==> config.mk <==
export PLATFORM = sky130hd
export DESIGN_NAME = bin2bcd_seq
export DESIGN_NICKNAME = d
export VERILOG_FILES = /design/src/rtl/bin2bcd_seq.sv
export SDC_FILE = /design/constraint.sdc
export NUM_CORES = 1
export LEC_CHECK = 0
export ABC_CLOCK_PERIOD_IN_PS = 3400
export BUFFER_PORTS_ARGS = -buffer_cell sky130_fd_sc_hd__buf_4
export CELL_PAD_IN_SITES_DETAIL_PLACEMENT = 1
export CELL_PAD_IN_SITES_GLOBAL_PLACEMENT = 2
export CORE_MARGIN = 1.5
export CORE_UTILIZATION = 42
export CTS_BUF_LIST = sky130_fd_sc_hd__clkbuf_2 sky130_fd_sc_hd__clkbuf_4 sky130_fd_sc_hd__clkbuf_8
export DETAILED_ROUTE_END_ITERATION = 16
export PLACE_DENSITY = 0.82
export SLEW_MARGIN = 20
export SYNTH_ARGS = -nofsm -noshare
export SYNTH_HDL_FRONTEND = slang
export SYNTH_SLANG_ARGS = --single-unit
==> constraint.sdc <==
create_clock -name clk -period 3.4 [get_ports clk]
set_clock_uncertainty 0.05 [all_clocks]
set_input_delay 0.34 -clock clk [delete_from_list [all_inputs] [get_ports clk]]
set_output_delay 0.34 -clock clk [all_outputs]
set_load 0.02 [all_outputs]
==> src/rtl/bin2bcd_seq.sv <==
// bin2bcd_seq: shift-add-3 binary-to-BCD converter, one bit per clock. Ports: clk, clr (async reset), start/bin in; busy, done pulse, held packed bcd out
module bin2bcd_seq #(
    parameter int WIDTH  = 8,
    parameter int DIGITS = 3
) (
    input  logic                  clk,
    input  logic                  clr,
    input  logic                  start,
    input  logic [WIDTH-1:0]      bin,
    output logic                  busy,
    output logic                  done,
    output logic [4*DIGITS-1:0]   bcd
);
    localparam int CW = $clog2(WIDTH + 1);
    typedef enum logic [1:0] {IDLE, SHIFT, DONE} state_t;
    state_t                state_q, state_d;
    logic [WIDTH-1:0]      sr_q, sr_d;
    logic [4*DIGITS-1:0]   sc_q, sc_d, sc_adj;
    logic [CW-1:0]         count_q, count_d;
    logic [4*DIGITS-1:0]   bcd_q, bcd_d;
    logic                  done_q, done_d;
    always_comb begin
        for (int i = 0; i < DIGITS; i++)
            sc_adj[4*i+:4] = sc_q[4*i+:4] >= 4'd5 ? sc_q[4*i+:4] + 4'd3 : sc_q[4*i+:4];
    end
    always_comb begin
        state_d = state_q;
        sr_d    = sr_q;
        sc_d    = sc_q;
        count_d = count_q;
        bcd_d   = bcd_q;
        done_d  = 1'b0;
        case (state_q)
            IDLE: if (start) begin
                sr_d    = bin;
                sc_d    = '0;
                count_d = CW'(WIDTH);
                state_d = SHIFT;
            end
            SHIFT: begin
                {sc_d, sr_d} = {sc_adj, sr_q} << 1;
                count_d      = count_q - CW'(1);
                state_d      = count_q == CW'(1) ? DONE : SHIFT;
            end
            DONE: begin
                bcd_d   = sc_q;
                done_d  = 1'b1;
                state_d = IDLE;
            end
            default: state_d = IDLE;
        endcase
    end
    always_ff @(posedge clk or posedge clr) begin
        if (clr) begin
            state_q <= IDLE;
            sr_q    <= '0;
            sc_q    <= '0;
            count_q <= '0;
            bcd_q   <= '0;
            done_q  <= 1'b0;
        end else begin
            state_q <= state_d;
            sr_q    <= sr_d;
            sc_q    <= sc_d;
            count_q <= count_d;
            bcd_q   <= bcd_d;
            done_q  <= done_d;
        end
    end
    assign busy = state_q != IDLE;
    assign done = done_q;
    assign bcd  = bcd_q;
endmodule

==> qor.csv, run 1 <==
stage;metric;value;unit
critical_path;cp-end-kind;flop;
final_layout;layout-drive-gt1-share;0.321;
die;die_y;71.0;µm
die;die_w;71.0;µm
final_layout;fillers;497;
power_and_ir_drop;p_sw;832;µW
sta;tightest_slew;0.692;ns
power_and_ir_drop;p_leak;0.00109;µW
hold_path;hp-class;in -> async;
critical_path;timing.rr.end;sc_q[3];
die;start_util;0.440;
power_and_ir_drop;powerDensity;911;nW/µm²
clocking;hold_buffers;0;
grt;grtUsageMet1;0.214;
critical_path;path_class;reg -> reg;
sta;fin_crit;1.87;ns
die;rows;24;
synth;synth_nets;190;
critical_path;regToRegSetupSlack;1.53;ns
critical_path;cp_max_fo;21;
final_layout;layout.cells.non_filler;248;
sta;relSlewSlack;0.539;
synth;synth_top_cell_by_area;dfrtp_1;
clocking;h-tree-depth;2;
clocking;cts-root-buf;clkbuf_8;
place;pre_cts_ws;1.54;ns
sta;fmax;0.535;GHz
power_and_ir_drop;pwr-share-seq;0.414;
synth;syn_area_per_cell;11.4;µm²
grt;antenna_found_initial;0;
synth;synth_cell_types;31;
place;io_buffers;24;
job;max_cap_violations;0;
grt;busiest_layer;met2;
synth;yosysWarnings;0;
clocking;cts_sinks;39;
synth;ys_seq_area_frac;0.502;
drt;wirelength;3910;µm
grt;grt_pass1_wl;6940;µm
power_and_ir_drop;peakVddDrop;0.334;mV
sta;worst_slack;1.53;ns
grt;grt.met3_usage;0.0328;
clocking;clock_latency;0.29;ns
synth;synthCells;171;
sta;final.setup.tns;0;ns
place;dpl.hpwl;2760;µm
final_layout;syn_to_final_growth;13.4;%
drt;num_vias;1313;
critical_path;endpoint;sc_q[3];
final_layout;antenna_cells;0;
critical_path;crit_path_start_kind;flop;
place;place_congestion;0.780;
critical_path;r2r-start;state_q[0];
sta;min_period_over_period;0.550;
critical_path;cp.required;3.58;ns
critical_path;worst_r2r_path_depth;4;
sta;drv_slew;0;
power_and_ir_drop;p_int;1180;µW
power_and_ir_drop;share_comb_of_total_power;0.434;
clocking;cts_tree;done;
sta;final-setup-viol-count;0;
critical_path;crit_start;state_q[0];
grt;grt_max_degree;28;
clocking;post_cts.repair.setup_buffers;0;
grt;grt_overflow;0;
grt;groute.usage.overall;0.176;
final_layout;nets;214;
final_layout;post-route-util;0.499;
power_and_ir_drop;clkPwrFrac;0.153;
sta;rsz0062_at_grt;no;
synth;synth.top_cell.area_share;0.502;
clocking;clock_path_buffers;2;
power_and_ir_drop;netSwitchingFraction;0.414;
sta;hold_viol_final;0;
status;status;finished clean;
place;dp.cells;240;
critical_path;cp.arrival;2.05;ns
grt;grt_pass1_vias;1471;
clocking;cts_buffers;5;
drt;antenna_left;0;
drt;drt_iter0_drc;45;
clocking;cts_resized;0;
grt;gr-usage-met2;0.309;
drt;vias_per_cell;5.29;
clocking;clk_pin_slew;0.08;ns
drt;drc_errors;0;
die;ios;25;
die;core_area;4410;µm²
drt;wl_per_cell;15.8;µm
synth;synth_area;1940;µm²
die;die-area;5040;µm²
synth;synth.top_cells.by_area;dfrtp_1, mux2_2, ha_1;
synth;synth_seq_cells;39;
drt;drtPass1Iterations;4;
## Yosys cell counts
cell type and instances:
dfrtp_1 39, nand2_1 20, mux2_2 12, o21ai_0 11, o21ai_2 11, inv_1 10
a21oi_1 8, ha_1 8, and3b_1 7, buf_6 5, a22o_1 4, nand2b_1 4
nor3_1 4, a21oi_2 3, mux2i_1 3, nand3_1 3, xnor2_1 3, buf_4 2
nor2_1 2, a22oi_2 1, a31oi_1 1, and2b_1 1, and3_1 1, clkbuf_2 1
nand3b_1 1, nor2b_4 1, nor3b_1 1, o21bai_4 1, o31ai_1 1, or2_4 1
xor2_1 1
## flip-flops by register name (all words and copies together), names as in the netlist
signal,flops
count_q,4
sc_q,12
bcd,12
done,1
state_q,2
sr_q,8
## cell type report
cell class | instances | area [µm²] | area share
repair buffers | 25 | 188 | 0.0852
multi-input cells | 114 | 853 | 0.387
clock inverters | 3 | 15.0 | 0.00681
flip-flops and latches | 39 | 976 | 0.443
clock buffers | 5 | 68.8 | 0.0312
inverters | 10 | 37.5 | 0.0170
well taps | 52 | 65.1 | 0.0295
## cell families after synthesis
family | count (synthesis) | synth area share
xor+xnor | 4 | 0.0180
compound gates | 41 | 0.153
fa+ha+maj | 8 | 0.0515
simple gates | 46 | 0.131
buf+inv | 18 | 0.0586
flops | 39 | 0.502
mux | 15 | 0.0850
## worst max-delay path, cell delays in order, from the launching register on
cell and delay [ns]:
dfrtp_1 0.79, nand2b_1 0.49, nor3_1 0.31, o21ai_2 0.07, nand2_1 0.08
## worst min path at each step
stage | to | slack, ns | depth (start not counted)
2_1_floorplan | sr_q[6] | 0.40 | 2
3_3_place_gp | bcd[7] | 0.33 | 2
3_5_place_dp | bcd[7] | 0.34 | 2
4_1_cts | bcd[7] | 0.02 | 2
5_1_grt | bcd[7] | 0.06 | 2
6_report | sc_q[6] | 0.007 | 2
## metal layers
layer / vias up / wire [µm]
met1: 645 / 1740
li1: 635 / -
met5: - / 0
met3: 7 / 136
met4: 0 / 60
met2: 26 / 1980
## power groups by stage
stage               Sequential (µW)  Combinational [µW]  Clock [µW]
floorplan                       797                 729           0
detailed placement              840                 883           0
global route                    860                 986         330
global placement                822                 841           0
finish                          831                 871         306
CTS                             833                 888         314
## layout by cell type (no fill, tap or decap), types with 2 or more instances in the layout
master / instances
dfrtp_1: 39
buf_4: 25
nand2_1: 20
mux2_2: 12
o21ai_0: 11
o21ai_2: 11
inv_1: 10
a21oi_1: 8
ha_1: 8
and3b_1: 7
clkbuf_8: 5
nand2b_1: 4
a22o_1: 4
nor3_1: 4
a21oi_2: 3
mux2i_1: 3
xnor2_1: 3
nand3_1: 3
clkinv_2: 3
nor2_1: 2
## stage by stage
step           hold slack (ns)  cell area [µm²]  power (µW)
6_report               0.00706             2200        2010
5_1_grt                 0.0613             2200        2180
4_1_cts                 0.0224             2200        2040
3_5_place_dp             0.338             2120        1720
3_3_place_gp             0.334             2120        1660
2_1_floorplan            0.399             1940        1530
(Power assumes the default switching activity.)
==> inputs of run 2 (changes only) <==
--- a/config.mk
+++ b/config.mk
@@ -5,15 +5,15 @@
 export SDC_FILE = /design/constraint.sdc
 export NUM_CORES = 1
 export LEC_CHECK = 0
-export ABC_CLOCK_PERIOD_IN_PS = 3400
+export ABC_CLOCK_PERIOD_IN_PS = 1800
 export BUFFER_PORTS_ARGS = -buffer_cell sky130_fd_sc_hd__buf_4
 export CELL_PAD_IN_SITES_DETAIL_PLACEMENT = 1
 export CELL_PAD_IN_SITES_GLOBAL_PLACEMENT = 2
 export CORE_MARGIN = 1.5
-export CORE_UTILIZATION = 42
+export CORE_UTILIZATION = 39
 export CTS_BUF_LIST = sky130_fd_sc_hd__clkbuf_2 sky130_fd_sc_hd__clkbuf_4 sky130_fd_sc_hd__clkbuf_8
 export DETAILED_ROUTE_END_ITERATION = 16
-export PLACE_DENSITY = 0.82
+export PLACE_DENSITY = 0.77
 export SLEW_MARGIN = 20
 export SYNTH_ARGS = -nofsm -noshare
 export SYNTH_HDL_FRONTEND = slang
==> constraint.sdc (replaced) <==
create_clock -name clk -period 1.8 [get_ports clk]
set_clock_uncertainty 0.05 [all_clocks]
set_input_delay 0.18 -clock clk [delete_from_list [all_inputs] [get_ports clk]]
set_output_delay 0.18 -clock clk [all_outputs]
set_load 0.02 [all_outputs]
==> qor.csv, run 2 (synthesized netlist as in run 1, its figures left out) <==
stage;metric;value;unit
critical_path;cp_max_fo;17;
power_and_ir_drop;netSwitchingFraction;0.376;
final_layout;most-common-layout-cells;dfrtp_1, buf_4, nand2_1;
sta;tightest_slew;0.667;ns
critical_path;critPathMaxStageDelay;0.47;ns
drt;wirelength;3850;µm
power_and_ir_drop;pwr-share-seq;0.361;
grt;grt_max_degree;40;
critical_path;crit_start;state_q[0];
final_layout;fillers;539;
power_and_ir_drop;clkPwrFrac;0.212;
final_layout;nets;219;
final_layout;antenna_cells;0;
grt;grt_pass1_wl;6730;µm
critical_path;cpMostUsedCell;buf_4;
die;rows;25;
power_and_ir_drop;powerDensity;1790;nW/µm²
place;io_buffers;24;
job;max_cap_violations;0;
drt;antenna_left;0;
sta;relSlewSlack;0.554;
clocking;cts-root-buf;clkbuf_8;
sta;fin_crit;1.63;ns
sta;min_period_over_period;0.904;
die;start_util;0.409;
drt;wl_per_cell;14.4;µm
clocking;h-tree-depth;2;
drt;drt_iter0_drc;26;
critical_path;cp.arrival;1.40;ns
clocking;clock_latency;0.29;ns
die;die-area;5410;µm²
die;core_area;4750;µm²
critical_path;crit_path_top_delay_cell;dfrtp_1;
power_and_ir_drop;peakVddDrop;0.618;mV
critical_path;r2r-start;sc_q[0];
final_layout;layout-drive-gt1-share;0.333;
grt;grt_overflow;0;
drt;drc_errors;0;
sta;drv_slew;0;
clocking;hold_buffers;1;
power_and_ir_drop;p_sw;1560;µW
grt;antenna_found_initial;0;
die;die_y;73.6;µm
grt;grt_pass1_vias;1429;
power_and_ir_drop;p_leak;0.00114;µW
sta;final-setup-viol-count;0;
drt;vias_per_cell;4.98;
final_layout;syn_to_final_growth;19.1;%
drt;num_vias;1335;
clocking;post_cts.repair.setup_buffers;0;
clocking;cts_sinks;39;
hold_path;hp-class;in -> reg;
critical_path;cp.required;1.57;ns
clocking;clock_path_buffers;2;
critical_path;path_buf_inv;2;
clocking;cts_tree;done;
grt;groute.usage.overall;0.165;
critical_path;cp_cell_sequence;buf_4, or2_4, buf_4;
sta;hold_viol_final;0;
clocking;cts_resized;0;
die;die_w;73.6;µm
critical_path;crit_path_start_kind;flop;
power_and_ir_drop;share_comb_of_total_power;0.426;
place;dpl.hpwl;2710;µm
critical_path;cp-end-kind;primary output;
power_and_ir_drop;p_int;2580;µW
critical_path;path_class;reg -> out;
sta;final.setup.tns;0;ns
die;ios;25;
drt;drtPass1Iterations;4;
final_layout;post-route-util;0.487;
critical_path;cp_top_family;flip-flops;
clocking;cts_buffers;5;
status;status;finished clean;
sta;rsz0062_at_grt;no;
place;place_congestion;0.754;
clocking;clk_pin_slew;0.08;ns
final_layout;final_common_cell;dfrtp_1;
hold_path;hp-start;bin[0];
sta;fmax;0.615;GHz
run 2: cell count changes in the layout (fill, tap and decap cells not counted), sizes merged:
cell and change:
clkbuf +1, bufinv +2, buf +4, clkinv -3, dlygate4sd3 +1
run 2: tightest hold or removal path: cells and delay by family:
kind            cells  cell delay, ns
simple gates        1            0.06
buf+inv             1            0.11
compound gates      1            0.05
run 2: metal layers:
layer / vias to the layer above / track usage / part of all wire
met2: 24 / 0.277 / 0.50
met1: 658 / 0.204 / 0.45
li1: 648 / - / -
met5: - / 0 / 0
met4: 0 / 0.0556 / 0.013
met3: 5 / 0.0453 / 0.032
run 2: power by group through the flow:
stage / Sequential [µW] / Combinational, µW / Clock (µW)
floorplan: 1510 / 1380 / 0
detailed placement: 1520 / 1800 / 0
CTS: 1500 / 1810 / 907
global route: 1560 / 1970 / 941
global placement: 1490 / 1710 / 0
finish: 1500 / 1760 / 879
run 2: final cells by class:
type | instances | area (µm²) | share of cell area
clock buffers | 6 | 76.3 | 0.0330
clock inverters | 2 | 60.1 | 0.0259
repair buffers | 30 | 228 | 0.0984
inverters | 10 | 37.5 | 0.0162
well taps | 67 | 83.8 | 0.0362
flip-flops and latches | 39 | 976 | 0.422
multi-input cells | 114 | 853 | 0.369
run 2: through the flow:
step           hold WS [ns]  instance area, µm²  power (µW)  setup WS, ns  instances
2_1_floorplan         0.268                1940        2880         0.432        171
3_3_place_gp          0.285                2170        3190         0.345        259
3_5_place_dp          0.305                2170        3320         0.268        259
4_1_cts              0.0703                2310        4220         0.147        268
5_1_grt              0.0925                2310        4470        0.0995        268
6_report             0.0779                2310        4140         0.173        268
run 2: path summary, 6_finish.rpt:
path	cells after the start	slack, ns	endpoint
worst min register to register	2	0.44	sr_q[0]
worst max-delay path	3	0.17	busy
worst max register to register	6	0.26	sc_q[2]
worst min-delay path	3	0.08	sr_q[0]
max in group asynchronous	4	0.84	sc_q[9]
min in group asynchronous	4	0.52	sr_q[4]
==> inputs of run 3 (changes only) <==
--- a/config.mk
+++ b/config.mk
@@ -13,6 +13,7 @@
 export CORE_UTILIZATION = 39
 export CTS_BUF_LIST = sky130_fd_sc_hd__clkbuf_2 sky130_fd_sc_hd__clkbuf_4 sky130_fd_sc_hd__clkbuf_8
 export DETAILED_ROUTE_END_ITERATION = 16
+export HOLD_SLACK_MARGIN = 0.1
 export PLACE_DENSITY = 0.77
 export SLEW_MARGIN = 20
 export SYNTH_ARGS = -nofsm -noshare
==> qor.csv, run 3 (synthesized netlist as in run 1, its figures left out) <==
stage;metric;value;unit
status;status;finished clean;
drt;wl_per_cell;14.3;µm
sta;rsz0062_at_grt;no;
final_layout;layout.cells.non_filler;269;
place;dp.cells;259;
power_and_ir_drop;peakVddDrop;0.618;mV
final_layout;nets;220;
die;rows;25;
final_layout;most-common-layout-cells;dfrtp_1, buf_4, nand2_1;
clocking;cts_tree;done;
sta;final-setup-viol-count;0;
drt;topRoutingLayerUsed;met4;
drt;wl_met2;1940;µm
final_layout;final_common_cell;dfrtp_1;
place;placed_cell_area;2170;µm²
power_and_ir_drop;p_leak;0.00114;µW
clocking;cts-root-buf;clkbuf_8;
clocking;clock_path_buffers;2;
die;die-area;5410;µm²
sta;drv_slew;0;
job;max_cap_violations;0;
drt;wirelength;3850;µm
sta;fin_crit;1.63;ns
drt;antenna_left;0;
clocking;cts_sinks;39;
sta;relSlewSlack;0.554;
critical_path;path_class;reg -> out;
grt;groute.usage.overall;0.165;
drt;vias_per_cell;4.97;
die;die_w;73.6;µm
sta;min_period_over_period;0.904;
drt;drtPass1Iterations;4;
drt;wl_met3;123;µm
critical_path;cp.arrival;1.40;ns
die;start_util;0.409;
place;dpl.hpwl;2710;µm
place;io_buffers;24;
grt;grt_overflow;0;
grt;grt_max_degree;40;
place;place_congestion;0.754;
drt;wl_met1;1740;µm
final_layout;syn_to_final_growth;19.6;%
critical_path;crit_path_start_kind;flop;
die;die_y;73.6;µm
power_and_ir_drop;powerDensity;1780;nW/µm²
final_layout;layout-drive-gt1-share;0.332;
sta;hold_viol_final;0;
drt;drt_iter0_drc;36;
hold_path;min_path_cells;3;
drt;drc_errors;0;
critical_path;cp.required;1.57;ns
sta;fmax;0.615;GHz
critical_path;cp_max_fo;17;
critical_path;cp-end-kind;primary output;
sta;final.setup.tns;0;ns
grt;antenna_found_initial;0;
die;core_area;4750;µm²
sta;tightest_slew;0.667;ns
hold_path;hp-class;in -> reg;
final_layout;antenna_cells;0;
clocking;clk_pin_slew;0.08;ns
drt;num_vias;1338;
clocking;clock_latency;0.29;ns
grt;grt_pass1_wl;6730;µm
clocking;h-tree-depth;2;
critical_path;worst_r2r_path_depth;6;
clocking;cts_buffers;5;
final_layout;fin_area;2320;µm²
clocking;cts_resized;0;
die;ios;25;
grt;grt_pass1_vias;1429;
[run 3: cell types whose count changed in the layout (fill, tap and decap cells not counted), sizes merged]
cell | before | now
dlygate4sd3 | 1 | 2
[run 3: layer usage]
layer / GRT usage / vias up
li1: - / 650
met1: 0.204 / 659
met2: 0.277 / 24
met3: 0.0453 / 5
met4: 0.0556 / 0
met5: 0 / -
[run 3: critical path: stages, from the launching register on]
cell and delay [ns]:
dfrtp_1 0.47, buf_4 0.23, or2_4 0.25, buf_4 0.16
[run 3: where the power goes]
group          internal (µW)  total [µW]  leakage, µW  switching (µW)
Clock                    569         879    0.0000688             310
Sequential              1200        1500     0.000507             297
Combinational            815        1770     0.000567             951
Total                   2580        4140      0.00114            1560
[run 3: through the flow]
step                total power, µW  setup slack (ns)  utilization  hold slack (ns)
floorplan                      2880             0.432            -            0.268
global placement               3190             0.345        0.456            0.285
detailed placement             3320             0.268        0.456            0.305
CTS                            4220             0.147        0.489            0.129
global route                   4470            0.0995        0.489            0.161
finish                         4140             0.173        0.489            0.137
[run 3: path summary, 6_finish.rpt]
check                          end  slack (ns)       start
min in group asynchronous  sr_q[4]        0.52         clr
max reg2reg                sc_q[2]        0.26     sc_q[0]
min reg2reg                sr_q[0]        0.44     sr_q[0]
min                        sr_q[0]        0.14       start
max in group asynchronous  sc_q[9]        0.84         clr
max                           busy        0.17  state_q[0]
[run 3: final cells by class]
| class | count | area, µm² |
|---|---|---|
| fill | 538 | 2430 |
| tap | 67 | 83.8 |
| multi-input combinational | 114 | 853 |
| clock inverter | 2 | 60.1 |
| clock buffer | 6 | 76.3 |
| sequential | 39 | 976 |
| inverter | 10 | 37.5 |
| timing repair buffer | 31 | 238 |
[run 3: what timing repair did]
item                       CTS  global route
hold endpoints to repair    40             0
setup buffers                0             0
hold buffers                 2             0
setup endpoints to repair    0             0
